[src/rtl/nios_system_switch_poller_pkg.sv]
// rtl/nios_system_switch_poller_pkg.sv - register map, field positions and FSM states for the switch poller
package nios_system_switch_poller_pkg;

  localparam logic [1:0] ADDR_STABLE = 2'd0;
  localparam logic [1:0] ADDR_EVENT  = 2'd1;
  localparam logic [1:0] ADDR_STATUS = 2'd2;
  localparam logic [1:0] ADDR_CTRL   = 2'd3;

  localparam int STATUS_OVF_BIT  = 8;
  localparam int CTRL_IRQ_EN_BIT = 0;
  localparam int ENTRY_VALID_BIT = 31;
  localparam int ENTRY_DIFF_LSB  = 8;
  localparam int CNT_W           = 5;

  typedef enum logic [1:0] {
    ST_IDLE,
    ST_ADDR,
    ST_CAPTURE,
    ST_EVAL
  } poll_state_t;

  function automatic logic [31:0] make_entry(input logic [7:0] old_v, input logic [7:0] new_v);
    logic [31:0] e;
    e = '0;
    e[ENTRY_VALID_BIT] = 1'b1;
    e[ENTRY_DIFF_LSB +: 8] = old_v ^ new_v;
    e[7:0] = new_v;
    return e;
  endfunction

endpackage

[src/rtl/nios_system_switch_poller_if.sv]
// rtl/nios_system_switch_poller_if.sv - CPU slave register bus and interrupt between CPU and poller
interface nios_system_switch_poller_if;
  logic [1:0]  avs_address;
  logic        avs_read;
  logic        avs_write;
  logic [31:0] avs_writedata;
  logic [31:0] avs_readdata;
  logic        irq;

  modport master (
    output avs_address, avs_read, avs_write, avs_writedata,
    input  avs_readdata, irq
  );

  modport slave (
    input  avs_address, avs_read, avs_write, avs_writedata,
    output avs_readdata, irq
  );
endinterface

[src/rtl/nios_system_switch_poller_fifo.sv]
// rtl/nios_system_switch_poller_fifo.sv - switch event FIFO; a push while full only lands if a pop frees a slot
module nios_system_switch_poller_fifo
  import nios_system_switch_poller_pkg::*;
#(
  parameter int DEPTH = 4
) (
  input  logic             clk,
  input  logic             reset,
  input  logic             push,
  input  logic             pop,
  input  logic [31:0]      din,
  output logic [31:0]      head,
  output logic [CNT_W-1:0] count,
  output logic             full,
  output logic             empty
);

  localparam int PW = $clog2(DEPTH);

  logic [31:0]   mem [DEPTH];
  logic [PW-1:0] wr_ptr;
  logic [PW-1:0] rd_ptr;
  logic          do_push;
  logic          do_pop;

  assign full    = (count == CNT_W'(DEPTH));
  assign empty   = (count == '0);
  assign do_pop  = pop && !empty;
  assign do_push = push && (!full || do_pop);
  assign head    = mem[rd_ptr];

  always_ff @(posedge clk) begin
    if (reset) begin
      wr_ptr <= '0;
      rd_ptr <= '0;
      count  <= '0;
    end else begin
      if (do_push) wr_ptr <= wr_ptr + PW'(1);
      if (do_pop)  rd_ptr <= rd_ptr + PW'(1);
      count <= count + CNT_W'(do_push) - CNT_W'(do_pop);
    end
  end

  always_ff @(posedge clk) begin
    if (do_push) mem[wr_ptr] <= din;
  end

endmodule

[src/rtl/nios_system_switch_poller.sv]
// rtl/nios_system_switch_poller.sv - debounced 8-bit switch poller with event FIFO and CPU slave
// SWITCH_POLLER_IRQ_EN enables the irq output and the control register; otherwise irq is 0 and addr3 reads 0.
module nios_system_switch_poller
  import nios_system_switch_poller_pkg::*;
#(
  parameter int POLL_DIV   = 50000,
  parameter int DEBOUNCE_N = 4,
  parameter int FIFO_DEPTH = 4
) (
  input  logic        clk,
  input  logic        reset,
  output logic [1:0]  sw_address,
  input  logic [31:0] sw_readdata,
  nios_system_switch_poller_if.slave avs
);

  localparam int              PRESC_W      = 20;
  localparam logic [PRESC_W-1:0] PRESC_RELOAD = PRESC_W'(POLL_DIV - 3);
  localparam logic [3:0]      DB_N         = 4'(DEBOUNCE_N);

  poll_state_t        state;
  logic [PRESC_W-1:0] presc;
  logic [3:0]         match_cnt;
  logic [3:0]         cnt_next;
  logic [7:0]         sample;
  logic [7:0]         prev_sample;
  logic [7:0]         stable;
  logic               primed;
  logic               overflow;
  logic               irq_en;
  logic [31:0]        readdata_q;
  logic [31:0]        rd_mux;
  logic               match;
  logic               accept;
  logic               push;
  logic               pop_req;
  logic               ovf_set;
  logic [31:0]        fifo_head;
  logic [CNT_W-1:0]   fifo_count;
  logic               fifo_full;
  logic               fifo_empty;
  logic               unused_bits;

  assign sw_address = 2'd0;

  // A zero counter means no sample has been seen yet, so the first one never counts as a repeat.
  always_comb begin
    match = (match_cnt != 4'd0) && (sample == prev_sample);
    if (!match)
      cnt_next = 4'd1;
    else if (match_cnt >= DB_N)
      cnt_next = DB_N;
    else
      cnt_next = match_cnt + 4'd1;
    accept = (state == ST_EVAL) && (cnt_next == DB_N) && (!primed || (sample != stable));
    push   = accept && primed;
  end

  assign pop_req = avs.avs_read && (avs.avs_address == ADDR_EVENT);
  assign ovf_set = push && fifo_full && !pop_req;

  always_ff @(posedge clk) begin
    if (reset) begin
      state       <= ST_IDLE;
      presc       <= PRESC_RELOAD;
      match_cnt   <= 4'd0;
      sample      <= 8'd0;
      prev_sample <= 8'd0;
      stable      <= 8'd0;
      primed      <= 1'b0;
    end else begin
      case (state)
        ST_IDLE: begin
          if (presc == PRESC_W'(1)) begin
            presc <= PRESC_RELOAD;
            state <= ST_ADDR;
          end else begin
            presc <= presc - PRESC_W'(1);
          end
        end
        ST_ADDR:    state <= ST_CAPTURE;
        ST_CAPTURE: begin
          sample <= sw_readdata[7:0];
          state  <= ST_EVAL;
        end
        ST_EVAL: begin
          match_cnt   <= cnt_next;
          prev_sample <= sample;
          if (accept) begin
            stable <= sample;
            primed <= 1'b1;
          end
          state <= ST_IDLE;
        end
        default: state <= ST_IDLE;
      endcase
    end
  end

  nios_system_switch_poller_fifo #(
    .DEPTH (FIFO_DEPTH)
  ) u_fifo (
    .clk   (clk),
    .reset (reset),
    .push  (push),
    .pop   (pop_req),
    .din   (make_entry(stable, sample)),
    .head  (fifo_head),
    .count (fifo_count),
    .full  (fifo_full),
    .empty (fifo_empty)
  );

  always_comb begin
    rd_mux = '0;
    case (avs.avs_address)
      ADDR_STABLE: rd_mux[7:0] = stable;
      ADDR_EVENT:  rd_mux = fifo_empty ? 32'd0 : fifo_head;
      ADDR_STATUS: begin
        rd_mux[STATUS_OVF_BIT] = overflow;
        rd_mux[CNT_W-1:0]      = fifo_count;
      end
      ADDR_CTRL:   rd_mux[CTRL_IRQ_EN_BIT] = irq_en;
    endcase
  end

  always_ff @(posedge clk) begin
    if (reset) begin
      readdata_q <= 32'd0;
      overflow   <= 1'b0;
    end else begin
      if (avs.avs_read) readdata_q <= rd_mux;
      if (avs.avs_write && (avs.avs_address == ADDR_STATUS) && avs.avs_writedata[STATUS_OVF_BIT])
        overflow <= 1'b0;
      if (ovf_set) overflow <= 1'b1;
    end
  end

  assign avs.avs_readdata = readdata_q;

`ifdef SWITCH_POLLER_IRQ_EN
  always_ff @(posedge clk) begin
    if (reset)
      irq_en <= 1'b0;
    else if (avs.avs_write && (avs.avs_address == ADDR_CTRL))
      irq_en <= avs.avs_writedata[CTRL_IRQ_EN_BIT];
  end

  assign avs.irq = irq_en && ((fifo_count != '0) || overflow);
  assign unused_bits = ^{sw_readdata[31:8], avs.avs_writedata[31:9], avs.avs_writedata[7:1]};
`else
  assign irq_en  = 1'b0;
  assign avs.irq = 1'b0;
  assign unused_bits = ^{sw_readdata[31:8], avs.avs_writedata[31:9], avs.avs_writedata[7:0]};
`endif

endmodule

[src/flat_wrapper.sv]
// flat-port wrapper written by rule: the top's interface ports become plain ports
module nios_system_switch_poller_flat import nios_system_switch_poller_pkg::*;
#(
  parameter int POLL_DIV   = 50000,
  parameter int DEBOUNCE_N = 4,
  parameter int FIFO_DEPTH = 4
)
  (clk, reset, sw_address, sw_readdata, avs_avs_address, avs_avs_read, avs_avs_write, avs_avs_writedata, avs_avs_readdata, avs_irq);
  nios_system_switch_poller_if avs_i ();
  input  logic clk;
  input  logic reset;
  output logic [1:0] sw_address;
  input  logic [31:0] sw_readdata;
  input wire logic [$bits(avs_i.avs_address)-1:0] avs_avs_address;
  input wire logic [$bits(avs_i.avs_read)-1:0] avs_avs_read;
  input wire logic [$bits(avs_i.avs_write)-1:0] avs_avs_write;
  input wire logic [$bits(avs_i.avs_writedata)-1:0] avs_avs_writedata;
  output wire logic [$bits(avs_i.avs_readdata)-1:0] avs_avs_readdata;
  output wire logic [$bits(avs_i.irq)-1:0] avs_irq;
  assign avs_i.avs_address = avs_avs_address;
  assign avs_i.avs_read = avs_avs_read;
  assign avs_i.avs_write = avs_avs_write;
  assign avs_i.avs_writedata = avs_avs_writedata;
  assign avs_avs_readdata = avs_i.avs_readdata;
  assign avs_irq = avs_i.irq;
  nios_system_switch_poller #(.POLL_DIV(POLL_DIV), .DEBOUNCE_N(DEBOUNCE_N), .FIFO_DEPTH(FIFO_DEPTH)) u_core (.clk(clk), .reset(reset), .sw_address(sw_address), .sw_readdata(sw_readdata), .avs(avs_i));
endmodule
[config.mk]
export PLATFORM = sky130hd
export DESIGN_NAME = nios_system_switch_poller_flat
export DESIGN_NICKNAME = d
export VERILOG_FILES = /design/src/rtl/nios_system_switch_poller_pkg.sv /design/src/rtl/nios_system_switch_poller_if.sv /design/src/rtl/nios_system_switch_poller_fifo.sv /design/src/rtl/nios_system_switch_poller.sv /design/src/flat_wrapper.sv
export SDC_FILE = /design/constraint.sdc
export NUM_CORES = 1
export LEC_CHECK = 0
export CAP_MARGIN = 10
export CELL_PAD_IN_SITES_DETAIL_PLACEMENT = 1
export CELL_PAD_IN_SITES_GLOBAL_PLACEMENT = 2
export CORE_ASPECT_RATIO = 1.2
export CORE_MARGIN = 4
export CORE_UTILIZATION = 43
export CTS_CLUSTER_DIAMETER = 100
export CTS_CLUSTER_SIZE = 12
export DETAILED_ROUTE_END_ITERATION = 10
export PLACE_DENSITY_LB_ADDON = 0.1
export SLEW_MARGIN = 20
export SYNTH_ARGS = -nofsm -noshare
export SYNTH_HDL_FRONTEND = slang
export SYNTH_HIERARCHICAL = 1
export SYNTH_SLANG_ARGS = --single-unit
[constraint.sdc]
create_clock -name clk -period 5.5 [get_ports clk]
set_input_delay 1.1 -clock clk [delete_from_list [all_inputs] [get_ports clk]]
set_output_delay 1.1 -clock clk [all_outputs]
set_load 0.01 [all_outputs]
# ---- After elaboration in Yosys (flattened, before gate mapping)
# Memories as Yosys holds them, arrays and structs flattened. A register that Yosys moved wholly into a read port is not among the register bits.
# Index checks and enable logic that the tools add are counted.
dict set report classes {
  n_addsub 6
  n_reduce_logical 23
  bitwise 1
  eq_ne 12
  n_lt_le_gt_ge 1
  muxes 17
}
# operator n
set op_table {}
lappend op_table {{$mux W32} 1}
lappend op_table {{$mux W23} 1}
lappend op_table {{$eq A20 B1 Y1 const B} 1}
lappend op_table {{$mux W20} 1}
lappend op_table {{$sub A20 B1 Y20 const B} 1}
lappend op_table {{$pmux W4 S3} 1}
lappend op_table {{$logic_and A1 B1 Y1} 11}
lappend op_table {{$eq A2 B2 Y1 const B} 4}
lappend op_table {{$eq A8 B8 Y1} 1}
lappend op_table {{$mux W4} 2}
lappend op_table {{$ne A8 B8 Y1} 1}
lappend op_table {{$pmux W2 S4} 1}
lappend op_table {{$xor A8 B8 Y8} 1}
lappend op_table {{$mux W2} 3}
lappend op_table {{$pmux W3 S2} 1}
lappend op_table {{$add A5 B1 Y5} 1}
lappend op_table {{$eq A5 B3 Y1 const B} 1}
lappend op_table {{$logic_not A5 Y1} 1}
lappend op_table {{$sub A5 B1 Y5} 1}
lappend op_table {{$add A2 B1 Y2 const B} 2}
lappend op_table {{$add A4 B1 Y4 const B} 1}
lappend op_table {{$eq A2 B1 Y1 const B} 2}
lappend op_table {{$eq A4 B3 Y1 const B} 1}
lappend op_table {{$ge A4 B3 Y1 const B} 1}
lappend op_table {{other kinds (10)} 18}
dict set report totals {
  inputBits 70
  output_inout_bits 35
  ff_bits 93
  elab_cells 73
  mem_bits_rw 64
  n_memories 1
}
# memory depth word_bits rd rd_ports_with_merged_regs wr line_no
set mem_list {}
lappend mem_list {u_core.u_fifo.mem 4 16 1 1 1 nios_system_switch_poller_fifo.sv:20} ;# logic [31:0] mem [DEPTH];

# ---- Logic depth before layout (Yosys ltp)
dict set report logic_depth {
  depth_word 10
  mapped_depth 15
  depth_no_buf 15
}

# ---- Cells and area by module
# The synthesis kept the hierarchy.
# mod area_each_um2 cells_each seq_area_each_um2 n_inst
set modules_own_cells {}
lappend modules_own_cells {nios_system_switch_poller_fifo 5271.3 239 4063.9 1}
lappend modules_own_cells {nios_system_switch_poller 3875.0 432 1681.6 1}

# ---- Worst setup path before layout
# No wires, ideal clock.
dict set report synth_timing {
  path_kind {input to register}
  from {in avs_avs_address[1]}
  to {mem u_core/u_fifo/mem[0][0] in the netlist's numbering (enable)}
  cell_stages 6
  required_ps 5108
  slack_ps 2407
  t_arrival_ps 2701
  path_buffers 0
  setup_time_ps 392
  path_cell_list {inv_1 ha_1 and2_1 nand2b_1 a31oi_2 and2_1}
}
dict set report synth_between {
  elab_chain_len 7
}
# item line_no
set synth_rtl {}
lappend synth_rtl {{start: declaration} flat_wrapper.sv:14} ;# input wire logic [$bits(avs_i.avs_address)-1:0] avs_avs_address;
lappend synth_rtl {{$eq A2 B1 Y1} nios_system_switch_poller.sv:59} ;# assign pop_req = avs.avs_read && (avs.avs_address == ADDR_EVENT);
lappend synth_rtl {{$logic_and A1 B1 Y1} nios_system_switch_poller.sv:59}
lappend synth_rtl {{net u_core.pop_req} nios_system_switch_poller.sv:36} ;# logic pop_req;
lappend synth_rtl {{$logic_and A1 B1 Y1} nios_system_switch_poller_fifo.sv:28} ;# assign do_pop = pop && !empty;
lappend synth_rtl {{$logic_or A1 B1 Y1} nios_system_switch_poller_fifo.sv:29} ;# assign do_push = push && (!full || do_pop);
lappend synth_rtl {{$logic_and A1 B1 Y1} nios_system_switch_poller_fifo.sv:29}
lappend synth_rtl {{$mux W1} nios_system_switch_poller_fifo.sv:45} ;# if (do_push) mem[wr_ptr] <= din;
lappend synth_rtl {{$mux W1 (implied by the code)} nios_system_switch_poller_fifo.sv:45}
lappend synth_rtl {{end: declaration} nios_system_switch_poller_fifo.sv:20}
# The timed path passes the listed nets, and every way through them passes these cells.

# ---- Final worst setup path
dict set report layout_timing {
  from {reg u_core.state[1]}
  to {reg u_core.u_fifo.count[4]}
}
dict set report layout_between {
  elab_chain_len 7
}
# item line_no
set layout_rtl {}
lappend layout_rtl {{start: declaration} nios_system_switch_poller.sv:21} ;# poll_state_t state;
lappend layout_rtl {{start signal: assignment} nios_system_switch_poller.sv:64} ;# state <= ST_IDLE;
lappend layout_rtl {{start signal: assignment} nios_system_switch_poller.sv:76} ;# state <= ST_ADDR;
lappend layout_rtl {{start signal: assignment} nios_system_switch_poller.sv:81} ;# ST_ADDR: state <= ST_CAPTURE;
lappend layout_rtl {{$eq A2 B2 Y1} nios_system_switch_poller.sv:55} ;# accept = (state == ST_EVAL) && (cnt_next == DB_N) && (!primed || (sample != stable));
lappend layout_rtl {{$logic_and A1 B1 Y1 (2 in a row)} nios_system_switch_poller.sv:55}
lappend layout_rtl {{$logic_and A1 B1 Y1} nios_system_switch_poller.sv:56} ;# push = accept && primed;
lappend layout_rtl {{net u_core.push} nios_system_switch_poller.sv:35} ;# logic push;
lappend layout_rtl {{$logic_and A1 B1 Y1} nios_system_switch_poller_fifo.sv:29}
lappend layout_rtl {{$add A5 B1 Y5} nios_system_switch_poller_fifo.sv:40} ;# count <= count + CNT_W'(do_push) - CNT_W'(do_pop);
lappend layout_rtl {{$sub A5 B1 Y5} nios_system_switch_poller_fifo.sv:40}
lappend layout_rtl {{end signal: assignment} nios_system_switch_poller_fifo.sv:40}
lappend layout_rtl {{end: declaration} nios_system_switch_poller_fifo.sv:13} ;# output logic [CNT_W-1:0] count,
# The timed path passes the listed nets, and every way through them passes these cells.
# A chain may end at the register's enable or synchronous reset.

==> metrics.md <==
| Metric | Value |
|---|---|
| Mean Syn Cell Area | 13.6 sq um |
| Cell Rows | 58 |
| H-tree Lvls | 1 |
| Die H | 168 um |
| Fill cell count | 2,132 |
| Setup bufs post-CTS | 0 |
| Fmax | 254 MHz |
| Vias in the first global route | 5,906 |
| Share of layout cells above drive strength 1 | 10.9% |
| Routed len/inst | 17.5 um |
| Unique cell type count in the Yosys netlist | 68 |
| Clk_lat worst skew | 0.50 ns |
| Worst reg2reg setup slack | 1.56 ns |
| Count of final setup violators | 0 |
| Routed Antenna Nets | 0 |
| Routed Wire Length | 18,600 um |
| DIE AREA | 23,700 sq um |
| Setup_tns | 0 ns |
| Max FO, Critical Path | 17 |
| Final Non-Filler Cells | 1,065 |
| Grt total ovfl | 0 |
| Post-Syn Instances | 671 |
| Met3 Track Usage GR | 2.51% |
| Nets | 871 |
| Overall routing resource usage | 16.1% |
| Hold Crit Class | reg -> reg |
| Final Hold Vio Count | 0 |
| # hold bufs at CTS | 0 |
| Worst-path cell chain | ha_1 -> nor4b_1 -> nand4_1 -> nor2_1 -> and2_1 -> inv_1 -> nand3_1 -> o21ai_2 -> ha_1 -> fa_1 -> a21o_1 -> a2111oi_0 -> o21bai_1 |
| M2 GR Usage | 29.9% |
| Inserted Diodes | 0 |
| Initial Utilization | 43.6% |
| Asr flop ratio synth | 0% |
| I/O pin count | 105 |
| Initial DRT Pass Iterations | 4 |
| Yosys warning total | 6 |
| Synth Flop Type | edfxtp_1 |
| DRC | 0 |
| Worst Skew | 0.0167 ns |
| Fin crit period | 3.94 ns |
| Clock tree sinks | 223 |
| #FFs+latches synth | 223 |
| Dpl cells | 1,025 |
| Num CTS Buffers | 22 |
| MaxCap Viol Count | 0 |
| Max VDD drop | 0.211 mV |
| Clock slew at reported path FFs | 0.07 ns |
| Antenna violations before repair | 0 |
| Met1 Use GR | 19.6% |
| Port Buffer Count | 46 |
| Final GP Congestion | 0.725 |
| DR iter-0 viols | 173 |
| Worst-Margin Slew | 0.908 ns |
| Most used cell along the critical path | ha_1 |
| Mapped Area | 9150 sq um |
| Commonest non-fill, non-tap cell in the layout | edfxtp_1 |
| CORE AREA | 21,000 sq um |
| CTS Buffer Depth | 3 |
| CP endpoint kind | flip-flop |
| Root Driver | clkbuf_16 |
| Die Span X | 141 um |
| Busiest grt layer | met2 |
| Via density | 5.12 |
| Max Slew Vio Count | 0 |
| First-pass GRT wire length | 30,800 um |
| Slew margin rel. | 39.3% |
| Outcome | finished clean |
| Post-synth EDFFs | 128 |
| PwrDens | 332 nW/um^2 |
| Family with the most delay on the worst path | adder cells |
| Max incr delay on CP | 0.68 ns |
| Detail Placement HPWL | 11,800 um |
| Critical path type | reg -> reg |
| Worst Setup Start Kind | flip-flop |
| CP max stage cell | ha_1 |
| CP Buf/Inv Count | 1 |
| FF+latch area | 5750 sq um |
| Area growth from synthesis to layout | 17.3% |
| Post_cts resized | 0 |
| Data required time of the critical path | 5.94 ns |
| Leakage | 3.68 nW |
| Arr. time, crit path | 4.37 ns |
| Area of the multi-input gates | 3410 sq um |
| Via Count | 5,450 |
| RSZ-0062 raised after global routing | no |
| Most frequent cells in the layout | 128 x edfxtp_1, 94 x dfxtp_1, 67 x conb_1, 61 x nor2_1, 44 x clkdlybuf4s50_1 |
| Tcrit/Tclk final | 71.6% |
| Register area share after synthesis | 62.8% |
| Largest net degree at the start of global routing | 60 |
| CTS tree | done |
-- sequential cells by signal, indices dropped and copies added, names as in the netlist, named ones only --
name	cells
u_core/u_fifo/count	5
u_core/stable	8
u_core/u_fifo/mem	128
u_core/overflow	1
u_core/match_cnt	4
u_core/presc	20
u_core/state	2
u_core/avs.avs_readdata	32
u_core/u_fifo/rd_ptr	2
u_core/u_fifo/wr_ptr	2
u_core/sample	8
u_core/primed	1
u_core/prev_sample	8
-- stage by stage --
stage,utilization [%],hold slack [ns],cell area [sq um],worst slack [ns],power [mW]
floorplan,-,0.447,9390,2.41,2.12
global placement,48.1,0.453,10100,1.74,2.21
detailed placement,48.1,0.462,10100,1.55,2.23
CTS,51.2,0.473,10700,1.53,3.63
global route,51.2,0.491,10700,1.20,3.74
finish,51.2,0.469,10700,1.56,3.56
-- where the power goes --
| group | switching [mW] | internal [mW] |
|---|---|---|
| Combinational | 0.197 | 0.171 |
| Sequential | 0.0363 | 1.79 |
| Clock | 0.591 | 0.779 |
-- logic make-up (layout without fill, tap and decap cells) --
logic type | Yosys count | in the layout | share of synthesized area [%]
flops | 223 | 223 | 62.8
simple gates | 193 | 193 | 11.3
compound gates | 83 | 83 | 6.05
mux | 58 | 58 | 10.8
buf+inv | 56 | 115 | 2.67
xor+xnor | 34 | 34 | 3.26
fa+ha+maj | 22 | 22 | 3.09
other cells | 2 | 67 | 0.0821
-- worst register-to-register path: cells and delay by family, from the launching register on --
| family | cells | cell delay (ns) |
|---|---|---|
| fa+ha+maj | 3 | 1.31 |
| simple gates | 5 | 1.15 |
| buf+inv | 1 | 0.08 |
| flops | 1 | 0.37 |
| compound gates | 4 | 0.97 |
-- cell usage after synthesis, drive strengths merged (3+ instances only) --
cell | n | area, sq um
edfxtp | 128 | 3840
dfxtp | 95 | 1900
nor2 | 62 | 235
a21oi | 40 | 200
nand3 | 37 | 190
mux4 | 32 | 721
nand2b | 31 | 201
mux2i | 23 | 230
xor2 | 23 | 201
ha | 21 | 263
clkbuf | 20 | 75.1
inv | 19 | 71.3
nand2 | 17 | 63.8
buf | 16 | 92.6
o21ai | 12 | 63.8
xnor2 | 11 | 96.3
nor3 | 10 | 66.3
and2 | 6 | 37.5
a211oi | 4 | 30.0
a222oi | 4 | 40.0
a22oi | 4 | 30.0
nand4 | 4 | 25.0
nor2b | 4 | 25.0
nor4 | 4 | 31.3
or3 | 4 | 25.0
a21o | 3 | 23.8
mux2 | 3 | 33.8
o21bai | 3 | 22.5
-- cell type report --
cell class	instances	area share, %
timing repair buffer	55	4.83
tap	270	3.15
multi-input combinational	457	31.8
clock inverter	1	0.0700
sequential	223	53.6
clock buffer	39	5.92
inverter	20	0.711
-- per-layer routing --
| metal | part of all wire (%) | vias to the layer above | wire length (um) |
|---|---|---|---|
| met3 | 3.2 | 21 | 587 |
| met5 | 0 | - | 0 |
| met4 | 1.5 | 0 | 284 |
| li1 | - | 2599 | - |
| met1 | 41 | 2761 | 7690 |
| met2 | 54 | 69 | 10100 |
-- worst paths after layout --
path,from,endpoint,cells past startpoint
setup / recovery,u_core/state[1]$_SDFFE_PP0P_,u_core/u_fifo/count[4]$_SDFF_PP0_,13
hold / removal,u_core/avs.avs_readdata[9]$_SDFFE_PP0P_,u_core/avs.avs_readdata[9]$_SDFFE_PP0P_,2
setup reg to reg,u_core/state[1]$_SDFFE_PP0P_,u_core/u_fifo/count[4]$_SDFF_PP0_,13
hold reg to reg,u_core/avs.avs_readdata[9]$_SDFFE_PP0P_,u_core/avs.avs_readdata[9]$_SDFFE_PP0P_,2
Power figures use the tool's default switching activity.
